$ cat config.mk
export PLATFORM = sky130hd
export DESIGN_NAME = me_lsu
export DESIGN_NICKNAME = d
export VERILOG_FILES = /design/src/rtl/me_lsu_pkg.sv /design/src/rtl/me_lsu_load_ext.sv /design/src/rtl/me_lsu.sv
export SDC_FILE = /design/constraint.sdc
export NUM_CORES = 1
export LEC_CHECK = 0
export BUFFER_PORTS_ARGS = -buffer_cell sky130_fd_sc_hd__clkbuf_2
export CAP_MARGIN = 20
export CORE_AREA = 2 2 162 164
export CTS_BUF_LIST = sky130_fd_sc_hd__clkbuf_16
export DETAILED_ROUTE_END_ITERATION = 8
export DIE_AREA = 0 0 164 166
export PLACE_DENSITY = 0.75
export SYNTH_ARGS = -nofsm -noshare
export SYNTH_HDL_FRONTEND = slang
export SYNTH_SLANG_ARGS = --single-unit
$ cat constraint.sdc
create_clock -name clk -period 2.7 [get_ports clk]
set_input_delay 0 -clock clk [delete_from_list [all_inputs] [get_ports clk]]
set_output_delay 0 -clock clk [all_outputs]
set_load 0.01 [all_outputs]
$ cat src/rtl/me_lsu_pkg.sv
// me_lsu_pkg -- shared definitions for the memory-stage load/store engine.
//   lsu_state_e      : LSU sequencing states
//   MASK_B/H/W/D     : unshifted byte-enable masks for byte/half/word/double
//   STALL_*          : stall-control codes; mem_stall_req requests STALL_KEEP
package me_lsu_pkg;

    typedef enum logic [1:0] {
        LSU_IDLE = 2'd0,
        LSU_REQ  = 2'd1,
        LSU_WAIT = 2'd2,
        LSU_DONE = 2'd3
    } lsu_state_e;

    localparam logic [7:0] MASK_B = 8'h01;
    localparam logic [7:0] MASK_H = 8'h03;
    localparam logic [7:0] MASK_W = 8'h0F;
    localparam logic [7:0] MASK_D = 8'hFF;

    localparam logic [1:0] STALL_NORMAL = 2'd0;
    localparam logic [1:0] STALL_KEEP   = 2'd1;
    localparam logic [1:0] STALL_FLUSH  = 2'd2;

endpackage

$ cat src/rtl/me_lsu_load_ext.sv
// me_load_ext -- combinational shift-and-extend of a loaded bus word.
//   i_rdata  : full aligned bus word
//   i_off    : byte offset of the access within the word
//   i_mask   : unshifted size mask (MASK_B/H/W/D)
//   i_ext_un : 1 = zero-extend, 0 = sign-extend
//   o_data   : LSB-aligned, extended load result
module me_load_ext
    import me_lsu_pkg::*;
#(
    parameter int DATA_W = 64,
    parameter int OFF_W  = $clog2(DATA_W / 8)
) (
    input  logic [DATA_W-1:0]   i_rdata,
    input  logic [OFF_W-1:0]    i_off,
    input  logic [DATA_W/8-1:0] i_mask,
    input  logic                i_ext_un,
    output logic [DATA_W-1:0]   o_data
);

    logic [DATA_W-1:0] w_shifted;

    assign w_shifted = i_rdata >> {i_off, 3'b000};

    always_comb begin
        case (i_mask)
            MASK_B:  o_data = {{(DATA_W-8){~i_ext_un & w_shifted[7]}},   w_shifted[7:0]};
            MASK_H:  o_data = {{(DATA_W-16){~i_ext_un & w_shifted[15]}}, w_shifted[15:0]};
            MASK_W:  o_data = {{(DATA_W-32){~i_ext_un & w_shifted[31]}}, w_shifted[31:0]};
            default: o_data = w_shifted;
        endcase
    end

endmodule

$ cat src/rtl/me_lsu.sv
// me_lsu -- memory-stage load/store engine. Takes one memory instruction from
// the EX/MEM register, issues a single data-bus request, waits for the
// response, aligns/extends load data and holds EX/MEM until the access is done.
//
// Ports:
//   clk, rst                 clock (rising edge), async active-low reset
//   me_*                     EX/MEM outputs: rena/wena, ext_un, byte_enable,
//                            alu_result (address), new_rs2_data, inst_valid
//   dreq_*                   data-bus request (valid/ready, addr, wen, wdata, wstrb)
//   dresp_valid/rdata        data-bus response, one-cycle pulse
//   mem_rdata, mem_done      load result and its one-cycle completion pulse
//   mem_stall_req            hold EX/MEM (STALL_KEEP) while high
//   mem_misalign             only with MISALIGN_CHECK_EN: pulses with mem_done
//
// Build option: define MISALIGN_CHECK_EN to reject misaligned accesses
// without a bus transfer; otherwise lanes past the word end are truncated.
//
// state | meaning
// IDLE  | no access in flight; capture a new memory op when one is present
// REQ   | bus request presented, waiting for dreq_ready
// WAIT  | request accepted, waiting for dresp_valid
// DONE  | access complete, mem_done pulses, EX/MEM advances this cycle
module me_lsu
    import me_lsu_pkg::*;
#(
    parameter int ADDR_W = 64,
    parameter int DATA_W = 64
) (
    input  logic                clk,
    input  logic                rst,
    input  logic                me_mem_rena,
    input  logic                me_mem_wena,
    input  logic                me_mem_ext_un,
    input  logic [DATA_W/8-1:0] me_mem_byte_enable,
    input  logic [ADDR_W-1:0]   me_alu_result,
    input  logic [DATA_W-1:0]   me_new_rs2_data,
    input  logic                me_inst_valid,
    output logic                dreq_valid,
    input  logic                dreq_ready,
    output logic [ADDR_W-1:0]   dreq_addr,
    output logic                dreq_wen,
    output logic [DATA_W-1:0]   dreq_wdata,
    output logic [DATA_W/8-1:0] dreq_wstrb,
    input  logic                dresp_valid,
    input  logic [DATA_W-1:0]   dresp_rdata,
    output logic [DATA_W-1:0]   mem_rdata,
    output logic                mem_done,
    output logic                mem_stall_req
`ifdef MISALIGN_CHECK_EN
    ,
    output logic                mem_misalign
`endif
);

    localparam int STRB_W = DATA_W / 8;
    localparam int OFF_W  = $clog2(STRB_W);

    lsu_state_e          r_state;
    lsu_state_e          w_state_nxt;
    logic                w_op;
    logic                w_skip_bus;
    logic [OFF_W-1:0]    w_off;
    logic [STRB_W-1:0]   w_strb;
    logic [DATA_W-1:0]   w_wdata;
    logic [DATA_W-1:0]   w_load_data;

    logic [ADDR_W-1:0]   r_addr;
    logic [OFF_W-1:0]    r_off;
    logic [STRB_W-1:0]   r_mask;
    logic                r_ext_un;
    logic                r_wen;
    logic [DATA_W-1:0]   r_wdata;
    logic [STRB_W-1:0]   r_wstrb;
    logic [DATA_W-1:0]   r_rdata;

    // Both rena and wena high is a store: wen follows wena alone.
    assign w_op    = me_inst_valid & (me_mem_rena | me_mem_wena);
    assign w_off   = me_alu_result[OFF_W-1:0];
    assign w_strb  = me_mem_byte_enable << w_off;
    assign w_wdata = me_new_rs2_data << {w_off, 3'b000};

`ifdef MISALIGN_CHECK_EN
    logic                w_misalign;
    logic                w_carry;
    logic [OFF_W-1:0]    w_size_lsbs;
    logic                r_misalign;

    // Lanes shifted past the top of the word.
    assign w_carry = |(((2*STRB_W)'(me_mem_byte_enable) << w_off) >> STRB_W);

    always_comb begin
        case (me_mem_byte_enable)
            MASK_B:  w_size_lsbs = '0;
            MASK_H:  w_size_lsbs = OFF_W'(1);
            MASK_W:  w_size_lsbs = OFF_W'(3);
            default: w_size_lsbs = '1;
        endcase
    end

    assign w_misalign   = w_carry | (|(w_off & w_size_lsbs));
    assign w_skip_bus   = w_misalign;
    assign mem_misalign = r_misalign & (r_state == LSU_DONE);
`else
    assign w_skip_bus = 1'b0;
`endif

    me_load_ext #(
        .DATA_W (DATA_W)
    ) u_load_ext (
        .i_rdata  (dresp_rdata),
        .i_off    (r_off),
        .i_mask   (r_mask),
        .i_ext_un (r_ext_un),
        .o_data   (w_load_data)
    );

    always_ff @(posedge clk or negedge rst) begin
        if (!rst) begin
            r_state <= LSU_IDLE;
        end else begin
            r_state <= w_state_nxt;
        end
    end

    always_comb begin
        w_state_nxt   = r_state;
        dreq_valid    = 1'b0;
        mem_done      = 1'b0;
        mem_stall_req = 1'b0;
        case (r_state)
            LSU_IDLE: begin
                mem_stall_req = w_op;
                if (w_op) begin
                    w_state_nxt = w_skip_bus ? LSU_DONE : LSU_REQ;
                end
            end
            LSU_REQ: begin
                dreq_valid    = 1'b1;
                mem_stall_req = 1'b1;
                if (dreq_ready) begin
                    w_state_nxt = LSU_WAIT;
                end
            end
            LSU_WAIT: begin
                mem_stall_req = 1'b1;
                if (dresp_valid) begin
                    w_state_nxt = LSU_DONE;
                end
            end
            LSU_DONE: begin
                mem_done    = 1'b1;
                w_state_nxt = LSU_IDLE;
            end
            default: w_state_nxt = LSU_IDLE;
        endcase
    end

    always_ff @(posedge clk or negedge rst) begin
        if (!rst) begin
            r_addr   <= '0;
            r_off    <= '0;
            r_mask   <= '0;
            r_ext_un <= 1'b0;
            r_wen    <= 1'b0;
            r_wdata  <= '0;
            r_wstrb  <= '0;
            r_rdata  <= '0;
`ifdef MISALIGN_CHECK_EN
            r_misalign <= 1'b0;
`endif
        end else begin
            if (r_state == LSU_IDLE && w_op) begin
                r_addr   <= {me_alu_result[ADDR_W-1:OFF_W], {OFF_W{1'b0}}};
                r_off    <= w_off;
                r_mask   <= me_mem_byte_enable;
                r_ext_un <= me_mem_ext_un;
                r_wen    <= me_mem_wena;
                r_wdata  <= w_wdata;
                r_wstrb  <= w_strb;
`ifdef MISALIGN_CHECK_EN
                r_misalign <= w_misalign;
                if (w_misalign) begin
                    r_rdata <= '0;
                end
`endif
            end
            // Store responses only acknowledge the write; their rdata is dropped.
            if (r_state == LSU_WAIT && dresp_valid) begin
                r_rdata <= r_wen ? '0 : w_load_data;
            end
        end
    end

    assign dreq_addr  = r_addr;
    assign dreq_wen   = r_wen;
    assign dreq_wdata = r_wdata;
    assign dreq_wstrb = r_wstrb;
    assign mem_rdata  = r_rdata;

endmodule

After elaboration in Yosys (flattened, before gate mapping)
Index checks and enable logic that the tools add are counted. W data, S select, Z words.

Equal/unequal tests: 9. Shifts and indexed selects: 3. Multiplexer cells: 9. Bitwise operators: 6. Reduce and logical (&&, ||, !) cells: 5.

Operator list (count): $pmux W64 S3 (1); $mux W64 (1); $shl A64 B6 Y64 (1); $shr A64 B6 Y64 (1); $eq A8 B1 Y1 const B (1); $eq A8 B2 Y1 const B (1); $eq A8 B4 Y1 const B (1); $pmux W2 S4 (1); $shl A8 B3 Y8 (1); $mux W2 (3); $ne A2 B2 Y1 const B (3); $and A1 B1 Y1 (4); $eq A2 B2 Y1 const B (2); $reduce_and A3 Y1 (1); $eq A2 B1 Y1 const B (1); $logic_and A1 B1 Y1 (2); $logic_not A2 Y1 (1); $mux W1 (2); $pmux W1 S2 (1); $reduce_or A2 Y1 (1); $not A1 Y1 (1); $or A1 B1 Y1 (1).

Flip-flop bits (word level): 212. Input bits: 208. Output and inout bits: 204. Word-level logic and storage cells: 41.

Longest topological paths before layout
Word-level depth: 4. Depth in mapped cells: 9. Depth with buffers taken out: 7.

Modules after synthesis
A second synthesis with hierarchy kept.

Cells, all modules: 1393. Area, all modules: 12577.1 µm².

By module, submodules not included: me_lsu (instances 1, cells each 1051, area an instance 10136.0 µm², seq. area each 5305.1 µm²); me_load_ext (instances 1, cells each 342, area an instance 2441.1 µm², seq. area each 0.0 µm²).

Least setup slack after synthesis
Ideal clock, no wire load.

Kind: reg2reg. Start point: register r_mask[4]. End point: register r_rdata[33], in the netlist mem_rdata[33]. Setup time: 93 ps. Data arrival time: 2208 ps. Data required time: 2607 ps. Slack: 399 ps. Stages on the path, launching flop included: 7. Path buffers: 1. Period minus slack after synthesis: 2301 ps. Path through: dfrtp_1 or4b_4 or4_4 and4bb_2 nor4_4 buf_6 o31ai_2.

Longest elaborated chain between the ends: 3. Elaborated cells on any way between the ends: 5. Those cells by class: eq/ne (3); mux (2).

Ends and longest elaborated chain: start, declared (line me_lsu.sv:69) `logic [STRB_W-1:0] r_mask;`; start signal, assigned (line me_lsu.sv:175) `r_mask <= me_mem_byte_enable;`; $eq A8 B4 Y1 (tied with other cells) (line me_lsu_load_ext.sv:25) `case (i_mask)`; $pmux W64 S3 (*) (line me_lsu_load_ext.sv:25); $mux W64 (*) (line me_lsu.sv:189) `r_rdata <= r_wen ? '0 : w_load_data;`; end signal, assigned (line me_lsu.sv:189); end, declared (line me_lsu.sv:74) `logic [DATA_W-1:0] r_rdata;`.

Mark *: on every way between the ends. The rest lies on a longest branch, timed or not. A chain may end at the register's enable or synchronous reset.

Worst setup path in the final report
Start point: register r_state[0]. End point: register r_wdata[32], in the netlist dreq_wdata[32].

Longest elaborated chain between the ends: 2.

Ends and longest elaborated chain: start, declared (line me_lsu.sv:58) `lsu_state_e r_state;`; start signal, assigned (line me_lsu.sv:121) `r_state <= w_state_nxt;`; $logic_not A2 Y1 (line me_lsu.sv:172) `if (r_state == LSU_IDLE && w_op) begin`; $logic_and A1 B1 Y1 (line me_lsu.sv:172); end signal, assigned (line me_lsu.sv:178) `r_wdata <= w_wdata;`; end, declared (line me_lsu.sv:72) `logic [DATA_W-1:0] r_wdata;`.

Every way passes these cells.

==> metrics.txt <==
vias in the first global route 10,400; register bit total from synthesis 212; reg2reg path depth 9; Post-DRT Antenna Nets 0; setup violators final 0; largest area contributor in the netlist dfrtp_1; Placed Area 13,800 sq um; Rows 59; maximum VDD drop 0.795 mV; Initial Util 44.5%; CP required 3080 ps; clk root buf clkbuf_16; WS Path Type flip-flop to flip-flop; Syn Inst Count 1,032; CTS H-tree lvls 1; via count 10,600; Floorplan Core Area 25,600 sq um; First-pass DRT Iterations 6; met3 usage 5.52%; total detailed-routing wirelength 40,000 um; R2R setup slack 200 ps; outcome complete, no violations; Lkg Pwr 7.68 nW; synth warn 0; clk_lat worst skew 510 ps; synth unique cells 54; CP Capture Type flip-flop; Clk pin slew, worst setup/hold paths 60 ps; Seq/Total Area, Yosys 46.5%; maximum number of pins on one net before global-route repair 86; maxcap violations 0; P per Cell Area 1020 nW/um^2; share of cells above drive strength 1 41.6%; I/O Pins 412; P&R area growth vs syn 36.7%; GR Util met2 45.0%; initial antenna violation count 5; Initial DRC Count 1,085; slew margin rel. 30.8%; number of synthesized flops with an enable pin 0; Yosys top cell area share 46.5%; Synth area leaders dfrtp_1 47%, mux2_2 9.2%, mux4_2 7.9%; final hold vios 0; fin crit share 92.4%; DRC Markers 0; CTS tree done; hpwl dp 28,700 um; Startpoint Class flip-flop; Vias per Instance 5.66; FF-to-FF Start r_state[0]; Worst-Margin Slew 1030 ps; Clock Sinks 212; Main synth FF type dfrtp_1; Max clock buf depth 3; critical path fanouts, max 38; GRT busiest layer met2; Syn Area/Cell 11.0 sq um; Hold Crit Class primary input to flip-flop; FMAX 401 MHz; GP Congestion 0.976; RSZ-0062 raised after global routing no; r2r endpoint dreq_wdata[32]; GRT Residual Overflow 0; crit path time final 2500 ps; Total GRT Usage 28.8%; Die Ht 166 um; Mapped Area 11,400 sq um; IO Port Bufs 408; nets 1,728; met1 Usage GRT 40.5%; CTS buffer count 23; final instance area 15,600 sq um; Routed wire per std cell 21.4 um; crit path to dreq_wdata[32]; max-slew violations 0; Crit. Startpoint r_state[0]; Data arrival, critical path 2880 ps; Async SR Flop Fraction 100%; DIE WIDTH 164 um; die area 27,200 sq um; Finished Core Util 60.9%; clock skew 13.9 ps; setup TNS 0 ps; first-pass GRT wire length 61,000 um
-- worst min-delay path by stage --
| stage | start | to | cells past startpoint |
|---|---|---|---|
| finish | me_new_rs2_data[61] | dreq_wdata[61] | 4 |
| floorplan | rst | dreq_addr[10] | 0 |
| global route | me_new_rs2_data[61] | dreq_wdata[61] | 4 |
| CTS | me_new_rs2_data[34] | dreq_wdata[34] | 4 |
| detailed placement | rst | mem_rdata[4] | 1 |
| global placement | rst | mem_rdata[4] | 1 |
-- final cells by class --
cell class | instances | area [sq um]
Clock buffer | 23 | 576
Tap cell | 335 | 419
Antenna cell | 5 | 12.5
Fill cell | 2075 | 10000
Inverter | 14 | 52.6
Multi-Input combinational cell | 720 | 5690
Timing Repair Buffer | 544 | 3410
Clock inverter | 15 | 119
Sequential cell | 212 | 5310
-- sequential cells by signal (all words and copies together), names as in the netlist --
signal      flops
r_off           3
dreq_wdata     64
dreq_addr      61
r_mask          8
r_ext_un        1
r_state         2
dreq_wstrb      8
mem_rdata      64
dreq_wen        1
-- cell usage after synthesis, drive strengths merged, types with 7 or more instances --
library cell    n
nor2           32
a211oi         13
a22o           27
a21oi          34
dfrtp         212
o31ai          14
o21ai         103
nor2b          11
mux2           93
a221o          18
mux2i          81
o22ai           8
buf            26
clkbuf         62
a211o           9
inv            12
a31oi           7
mux4           40
nand2         150
a22oi          14
-- power by group --
group          internal (W)  switching (W)  leakage, nW
Sequential          0.00461       0.000992         2.69
Clock               0.00173        0.00127        0.359
Combinational       0.00334        0.00402         4.63
-- placed cells by master (no fill, tap or decap), drive strengths merged, types with 3 or more instances in the layout --
| cell | n |
|---|---|
| o22ai | 8 |
| a221o | 18 |
| o21ai | 103 |
| nor2b | 11 |
| and2 | 6 |
| a2bb2oi | 6 |
| diode | 5 |
| o31ai | 14 |
| mux2i | 81 |
| nor2 | 32 |
| o211ai | 5 |
| ha | 5 |
| or2 | 6 |
| a2111oi | 3 |
| nand2 | 150 |
| buf | 36 |
| mux4 | 40 |
| dlygate4sd3 | 101 |
| clkinv | 11 |
| mux2 | 93 |
| a22o | 27 |
| a31o | 3 |
| a21oi | 34 |
| inv | 16 |
| conb | 3 |
| a211o | 9 |
| clkbuf | 430 |
| nor3 | 4 |
| a31oi | 7 |
| o22a | 3 |
| dfrtp | 212 |
| and3 | 3 |
| a211oi | 13 |
| a22oi | 14 |
-- layer usage --
metal	up-vias	wire [um]	part of all wire, %
met3	73	3230	8.1
met2	610	18800	47
met5	-	0	0
li1	4777	-	-
met1	5114	16800	42
met4	0	1170	2.9
-- per-stage QoR --
| stage | total power [W] | setup WS [ps] | hold WS, ps | cells |
|---|---|---|---|---|
| after CTS | 0.0159 | 68.7 | 1.88 | 1861 |
| final | 0.0160 | 205 | 20.7 | 1868 |
| after detailed placement | 0.0127 | 233 | 48.3 | 1722 |
| after floorplan | 0.00974 | 399 | -296 | 1034 |
| after global placement | 0.0125 | 312 | 44.0 | 1722 |
| after global routing | 0.0169 | 93.1 | 18.3 | 1868 |
-- critical path, stage by stage, from the launching register on --
cell and delay (ps):
dfrtp_1 400, inv_1 100, ha_1 220, o211ai_1 190, clkbuf_16 330, nor2_1 110, buf_4 220, a22oi_1 160
nand2_1 70, dlygate4sd3_1 560
-- kinds of logic after synthesis --
kind of cell / after synthesis / share of synthesized area [%]
DFF: 212 / 46.5
muxes: 214 / 24.2
AOI/OAI and AO/OA: 275 / 16.4
adders and majority gates: 5 / 0.549
buffers and inverters: 102 / 3.70
and+or+nand+nor: 223 / 8.56
other: 1 / 0.0329
-- repair_timing --
action,in CTS,in global routing
endpoints found under the hold margin,193,0
resized for setup,0,2
setup endpoints to repair,0,3
buffers inserted,0,1
hold buffers,101,0
(Power assumes the default switching activity.)
